<file path="src/rtl/disp_pkg.sv">
// Shared definitions for the display paging logic.
// Holds the page encoding and the display word width. The top module
// and any future display helpers import these.
package disp_pkg;

   // Width of the word the seven-segment scanner renders as hex
   localparam int DISP_W = 16;

   // Debug pages in front-panel order; a press steps to the next one
   typedef enum logic [1:0] {
      PAGE_PC  = 2'd0,
      PAGE_RS  = 2'd1,
      PAGE_RT  = 2'd2,
      PAGE_ALU = 2'd3
   } page_t;

   // Following page, wrapping from the last page back to the first
   function automatic page_t next_page(input page_t cur);
      return page_t'(cur + 2'd1);
   endfunction

endpackage

</file>
<file path="src/rtl/btn_debounce.sv">
// Button conditioner: two-flop synchronizer, stability counter and
// debounced state, plus a single-cycle pulse on each accepted press.
// Written as a reusable block for any front-panel push button.
//
// Ports:
//   clk       in   clock
//   rst       in   asynchronous active-high reset
//   btn_raw   in   raw asynchronous button, active-high
//   btn_state out  debounced button level
//   press_p   out  one-cycle pulse on an accepted 0->1 transition
module btn_debounce #(
   parameter int DEBOUNCE_CYCLES = 1000000
) (
   input  logic clk,
   input  logic rst,
   input  logic btn_raw,
   output logic btn_state,
   output logic press_p
);

   localparam int CW = (DEBOUNCE_CYCLES > 1) ? $clog2(DEBOUNCE_CYCLES) : 1;
   localparam logic [CW-1:0] LAST = CW'(DEBOUNCE_CYCLES - 1);

   logic          sync1;
   logic          btn_s;
   logic [CW-1:0] count;
   logic          settle;

   // The synchronized level has disagreed with the accepted state long enough
   assign settle  = (btn_s != btn_state) && (count == LAST);

   // Decoded from the settle condition so the pulse lines up with the very
   // edge that updates btn_state; releases never pulse
   assign press_p = settle && btn_s;

   // Any agreement with the accepted state restarts the stability window
   always_ff @(posedge clk or posedge rst) begin
      if (rst) begin
         sync1     <= 1'b0;
         btn_s     <= 1'b0;
         count     <= '0;
         btn_state <= 1'b0;
      end else begin
         sync1 <= btn_raw;
         btn_s <= sync1;
         if (btn_s == btn_state) begin
            count <= '0;
         end else if (settle) begin
            btn_state <= btn_s;
            count     <= '0;
         end else begin
            count <= count + 1'b1;
         end
      end
   end

endmodule

</file>
<file path="src/rtl/disp_page_ctrl.sv">
// Feeder for the 4-digit seven-segment scanner on the CPU board.
// Generates the digit-scan clock, steps through four debug pages on a
// debounced front-panel button and registers the 16-bit display word.
//
// Ports:
//   CLK        in   board clock
//   RST        in   asynchronous active-high reset
//   btn_page   in   raw page button (bouncy, asynchronous)
//   pc         in   current PC
//   next_pc    in   next PC
//   rs_addr    in   rs register number
//   rs_data    in   rs register value
//   rt_addr    in   rt register number
//   rt_data    in   rt register value
//   alu_result in   ALU output
//   db_data    in   write-back data bus
//   CLK_190hz  out  scan clock, 2*DIV_HALF board cycles per period
//   disp_data  out  word to display
//   page       out  current page index
module disp_page_ctrl
   import disp_pkg::*;
#(
   parameter int DIV_HALF        = 263158,
   parameter int DEBOUNCE_CYCLES = 1000000
) (
   input  logic              CLK,
   input  logic              RST,
   input  logic              btn_page,
   input  logic [31:0]       pc,
   input  logic [31:0]       next_pc,
   input  logic [4:0]        rs_addr,
   input  logic [31:0]       rs_data,
   input  logic [4:0]        rt_addr,
   input  logic [31:0]       rt_data,
   input  logic [31:0]       alu_result,
   input  logic [31:0]       db_data,
   output logic              CLK_190hz,
   output logic [DISP_W-1:0] disp_data,
   output logic [1:0]        page
);

   localparam int DW = (DIV_HALF > 1) ? $clog2(DIV_HALF) : 1;
   localparam logic [DW-1:0] DIV_LAST = DW'(DIV_HALF - 1);

   logic [DW-1:0] div_count;
   logic          btn_level;
   logic          press_p;
   page_t         page_q;

   // Only the low byte of each bus is shown; the rest is intentionally dropped
   logic unused_bits;
   assign unused_bits = ^{pc[31:8], next_pc[31:8], rs_data[31:8], rt_data[31:8],
                          alu_result[31:8], db_data[31:8], btn_level};

   btn_debounce #(
      .DEBOUNCE_CYCLES(DEBOUNCE_CYCLES)
   ) u_btn (
      .clk      (CLK),
      .rst      (RST),
      .btn_raw  (btn_page),
      .btn_state(btn_level),
      .press_p  (press_p)
   );

   // Scan clock toggles each time the counter completes a half period
   always_ff @(posedge CLK or posedge RST) begin
      if (RST) begin
         div_count <= '0;
         CLK_190hz <= 1'b0;
      end else if (div_count == DIV_LAST) begin
         div_count <= '0;
         CLK_190hz <= ~CLK_190hz;
      end else begin
         div_count <= div_count + 1'b1;
      end
   end

   // Page advances once per accepted press, independent of the divider
   always_ff @(posedge CLK or posedge RST) begin
      if (RST) begin
         page_q <= PAGE_PC;
      end else if (press_p) begin
         page_q <= next_page(page_q);
      end
   end

   assign page = page_q;

   // Display word resampled every cycle so live buses track with one cycle lag
   always_ff @(posedge CLK or posedge RST) begin
      if (RST) begin
         disp_data <= '0;
      end else begin
         case (page_q)
            PAGE_PC:  disp_data <= {pc[7:0], next_pc[7:0]};
            PAGE_RS:  disp_data <= {3'b000, rs_addr, rs_data[7:0]};
            PAGE_RT:  disp_data <= {3'b000, rt_addr, rt_data[7:0]};
            PAGE_ALU: disp_data <= {alu_result[7:0], db_data[7:0]};
            default:  disp_data <= '0;
         endcase
      end
   end

endmodule

</file>
<file path="config.mk">
export PLATFORM = sky130hd
export DESIGN_NAME = disp_page_ctrl
export DESIGN_NICKNAME = d
export VERILOG_FILES = /design/src/rtl/disp_pkg.sv /design/src/rtl/btn_debounce.sv /design/src/rtl/disp_page_ctrl.sv
export SDC_FILE = /design/constraint.sdc
export NUM_CORES = 1
export LEC_CHECK = 0
export CORE_ASPECT_RATIO = 0.9
export CORE_UTILIZATION = 31
export CTS_CLUSTER_DIAMETER = 80
export DETAILED_ROUTE_END_ITERATION = 8
export PLACE_DENSITY = 0.88
export SLEW_MARGIN = 25
export SYNTH_ARGS = -nofsm -noshare
export SYNTH_HDL_FRONTEND = slang
export SYNTH_SLANG_ARGS = --single-unit
export TNS_END_PERCENT = 30
</file>
<file path="constraint.sdc">
create_clock -name CLK -period 2.1 [get_ports CLK]
set_clock_uncertainty 0.05 [all_clocks]
set_input_delay 0.42 -clock CLK [delete_from_list [all_inputs] [get_ports CLK]]
set_output_delay 0.42 -clock CLK [all_outputs]
set_load 0.02 [all_outputs]
</file>
# [Word-level counts from Yosys, hierarchy flattened]
# Index checks and enable logic that the tools add are counted.
[word_totals] ff_bits=61 in_bits=205 word_cells=28
[op_classes] n_addsub=3 n_eq_ne=7 mux=4 bitwise_logic=2 reduce_logical=4
[op_table] operator="case mux 16 bit (4 select lines)" n=1
[op_table] operator="2-to-1 mux 20 bit" n=2
[op_table] operator="adder 20 x 1 -> 20 bit, second input constant" n=1
[op_table] operator="equality test 20 bit, second input constant" n=1
[op_table] operator="adder 19 x 1 -> 19 bit, second input constant" n=1
[op_table] operator="equality test 19 bit, second input constant" n=1
[op_table] operator="2-to-1 mux 19 bit" n=1
[op_table] operator="equality test 2 bit, second input constant" n=2
[op_table] operator="adder 2 x 1 -> 2 bit, second input constant" n=1
[op_table] operator="equality test 2 x 1 -> 1 bit, second input constant" n=1
[op_table] operator="logical AND 1 bit" n=2
[op_table] operator="zero test 2 bit" n=1
[op_table] operator="NOT 1 bit" n=2
[op_table] operator="AND reduction 2 bit" n=1
[op_table] operator="equality test 1 bit" n=1
[op_table] operator="!= test 1 bit" n=1

# [Depth between registers and ports, before layout]
[depth] depth_word=4 mapped_depth=6

# [By module]
# A second synthesis with hierarchy kept.
[hier_totals] hier_cells=275 area_unflattened_um2=2980.4
[by_module_without_submodules] module="disp_page_ctrl" instances=1 cells_per_inst=167 area_per_inst_um2=1829.3
[by_module_without_submodules] module="btn_debounce" instances=1 cells_per_inst=108 area_per_inst_um2=1151.1

# [Worst setup path before layout]
# No wires, ideal clock.
[synth_timing] path_kind="register to register" start="register u_btn.count[0]" end="register u_btn.count[18]" setup_time_ns=0.078 arrival_time_ns=1.836 setup_slack_ns=0.136 stages_incl_launch_ff=7 synth_period_minus_slack_ns=1.964 cell_sequence="dfrtp_1 ha_1 nand2_1 or4_1 buf_2 or4_1 a21oi_1"
[synth_via] elab_chain_cells=4
[synth_rtl] item="from (decl)" line_no="btn_debounce.sv:26" rtl="logic [CW-1:0] count;"
[synth_rtl] item="from (signal assigned)" line_no="btn_debounce.sv:52" rtl="count <= count + 1'b1;"
[synth_rtl] item="branches (longest 2 deep; another with adder 20 x 1 -> 20 bit)"
[synth_rtl] item="2-to-1 mux 20 bit *" line_no="btn_debounce.sv:48" rtl="end else if (settle) begin"
[synth_rtl] item="2-to-1 mux 20 bit *" line_no="btn_debounce.sv:46" rtl="if (btn_s == btn_state) begin"
# Every way passes the cells marked *.
# A chain may end at the register's enable or synchronous reset.

# [Final worst setup path]
# Same ends and word-level chain as after synthesis.

==> results.tsv <==
metric	value	unit
hold depth	0	
sequential share of power	51.5	%
commonest non-fill, non-tap cell in the layout	clkdlybuf4s50_1	
status	completed	
H-Tree Level Count	3	
Min-Delay Path Class	reg -> reg	
power per cell area	572	mW/mm²
CTS tree	built	
Post-Syn Area	0.00295	mm²
largest net degree at the start of global routing	62	
r2r worst-path depth	5	
Global Route met2 Usage	28.4	%
Static Leak	1.77	nW
Clock Latency Late Sink	0.33	ns
layout cells sized above 1	8.49	%
sequential area share after synthesis	51.7	%
Synth Area per Inst	10.4	µm²
worst reg2reg startpoint	u_btn.count[0]	
Die Wd	105	µm
number of synthesized register bits	61	
DR WL/cell	13.9	µm
Startpoint Class	flop	
Peak VDD IR	310	µV
DP Wirelength	5320	µm
wirelength, routed	6950	µm
GR Util met1	15.0	%
fillers	861	
maximum net fanout on the critical path	6	
Core Rows	33	
GRT Resource Usage Total	15.2	%
class of the most critical setup path	reg -> reg	
crit share post-route	94.2	%
R2R Path End	u_btn.count[18]	
RSZ-0062 raised after global routing	false	
area delta synth->final	39.1	%
ANT cells	0	
Initial DRC Count	182	
first drt pass iteration count	5	
number of global-route vias before repair	2609	
clock share of power	38.6	%
first-pass GRT wire length	11800	µm
Combinational Power Share	9.9	%
minimum clock period	1.98	ns
vias	2528	
Initial Util	32.2	%
gate count after technology mapping	285	
fmax	506	MHz
Switching Fraction	22.3	%
hold buffer count at CTS	0	
CP required	2.31	ns
# Max-Cap Violations	0	
Die Height	94.6	µm
Max Root-Sink Buffers	2	
commonest non-fill, non-tap cells in the layout	clkdlybuf4s50_1, dfrtp_1, nor2_1, inv_1, nand2_1	
Ports	224	
Slew @ Worst Pin	0.592	ns
Clock Sinks	61	
WHS Endpoint	u_btn.btn_s	
CTS root buffer	clkbuf_8	
Final nets	584	
CTS resizes	0	
net count after synthesis	497	
Post-DRT Antenna Nets	0	
CTS buffer count	9	
post-synth cell types	30	
DRC	0	
Post-CTS Setup Inserts	0	
Max Slew Vio Count	0	
setup tns final	0	ns
core box area	0.00917	mm²
global route overflow	0	
Synth warnings	0	
Reg clk slew, reported paths	0.06	ns
die area	0.00992	mm²
met3 Use GR	4.62	%
Power Internal	1.83	mW
Top Usage Layer GRT	met2	
P_sw	0.523	mW
Setup-failing EPs final	0	
reg-to-reg setup timing slack	0.12	ns
Min-Delay Startpoint	u_btn.sync1	
CP Data Arrival Time	2.18	ns
Port Buffers	79	
initial antenna violation count	0	
worst hold slack	0.302	ns
Fin. Hold Viols	0	
routability cong.	0.822	
slew margin rel.	60.5	%
Avg Vias per Cell	5.07	
CP endpoint kind	flop	
-- state kept, by name (all words and copies together) (netlist names) --
signal           cells
u_btn.count         20
div_count           19
disp_data           16
page                 2
CLK_190hz            1
u_btn.btn_s          1
u_btn.btn_state      1
u_btn.sync1          1
-- critical path, cell delays in order, from the launching register on --
cell and delay (ns):
dfrtp_1 0.42, ha_1 0.22, nand2_1 0.10, or4_4 0.56
or4_1 0.42, a21oi_1 0.15
-- per-layer routing --
metal  part of all wire (%)  up-vias
met5                      0        -
met2                     52      110
met3                    6.9       17
li1                       -     1177
met1                     38     1224
met4                    2.8        0
-- cells by family after synthesis --
kind of cell	Yosys count	synth area share, %
AOI/OAI and AO/OA	34	8.56
adders and majority gates	7	2.96
DFF	61	51.7
buffers and inverters	37	4.74
xor gates and xnor gates	30	8.89
muxes	15	5.12
and+or+nand+nor	101	18.0
-- how the worst max path moves through the flow --
stage | from | to | slack, ns | cells after the start
after detailed placement | u_btn.count[0] | u_btn.count[18] | 0.08 | 5
after floorplan | RST | CLK_190hz | 0.12 | 1
after global placement | u_btn.count[0] | u_btn.count[18] | 0.17 | 5
after CTS | u_btn.count[0] | u_btn.count[18] | 0.06 | 5
final | u_btn.count[0] | u_btn.count[18] | 0.12 | 5
after global routing | u_btn.count[0] | u_btn.count[18] | 0.05 | 5
-- power by group through the flow --
| stage | clock (mW) | sequential [mW] | combinational, mW |
|---|---|---|---|
| after floorplan | 0 | 1.25 | 0.0440 |
| after global placement | 0 | 1.23 | 0.229 |
| after detailed placement | 0 | 1.23 | 0.235 |
| after CTS | 0.931 | 1.21 | 0.236 |
| after global routing | 0.984 | 1.21 | 0.251 |
| final | 0.906 | 1.21 | 0.233 |
-- through the flow --
stage                     power (mW)  utilization, %  area (µm²)  setup WS, ns  std cells
after detailed placement        1.47            42.8        3930        0.0790        483
after global routing            2.45            44.8        4110        0.0464        499
final                           2.35            44.8        4110         0.122        499
after CTS                       2.38            44.8        4110        0.0554        499
after floorplan                 1.29               -        2950         0.117        285
after global placement          1.46            42.8        3930         0.173        483
-- area by class of cell --
cell class / count / area (µm²) / share of cell area (%)
Sequential cell: 61 / 1530 / 37.1
Multi-Input combinational cell: 187 / 1290 / 31.4
Timing Repair Buffer: 87 / 863 / 21.0
Clock buffer: 12 / 155 / 3.78
Tap cell: 122 / 153 / 3.71
Inverter: 26 / 97.6 / 2.38
Clock inverter: 4 / 22.5 / 0.548
-- synth_stat cells --
cell / number / area [µm²]
dfrtp_1: 61 / 1530
or4_4: 1 / 11.3
mux2i_1: 14 / 140
o31ai_1: 7 / 52.6
xor2_1: 12 / 105
nor4bb_1: 1 / 10.0
ha_1: 7 / 87.6
nand3_4: 1 / 17.5
and2_1: 1 / 6.26
nor3_1: 6 / 30.0
clkbuf_1: 10 / 37.5
or3_1: 4 / 25.0
nor3b_1: 1 / 7.51
nand2_1: 19 / 71.3
o21ai_0: 7 / 35.0
and3_2: 1 / 7.51
nor4_1: 5 / 31.3
or4_1: 7 / 52.6
a21oi_1: 7 / 35.0
mux2_2: 1 / 11.3
nor2_1: 26 / 97.6
nand4_1: 8 / 50.1
buf_2: 1 / 5.00
inv_1: 26 / 97.6
xnor2_1: 18 / 158
a222oi_1: 13 / 130
and3_1: 3 / 18.8
or2_2: 3 / 18.8
and4_1: 2 / 17.5
nand3_1: 12 / 60.1
Power figures use the tool's default switching activity.
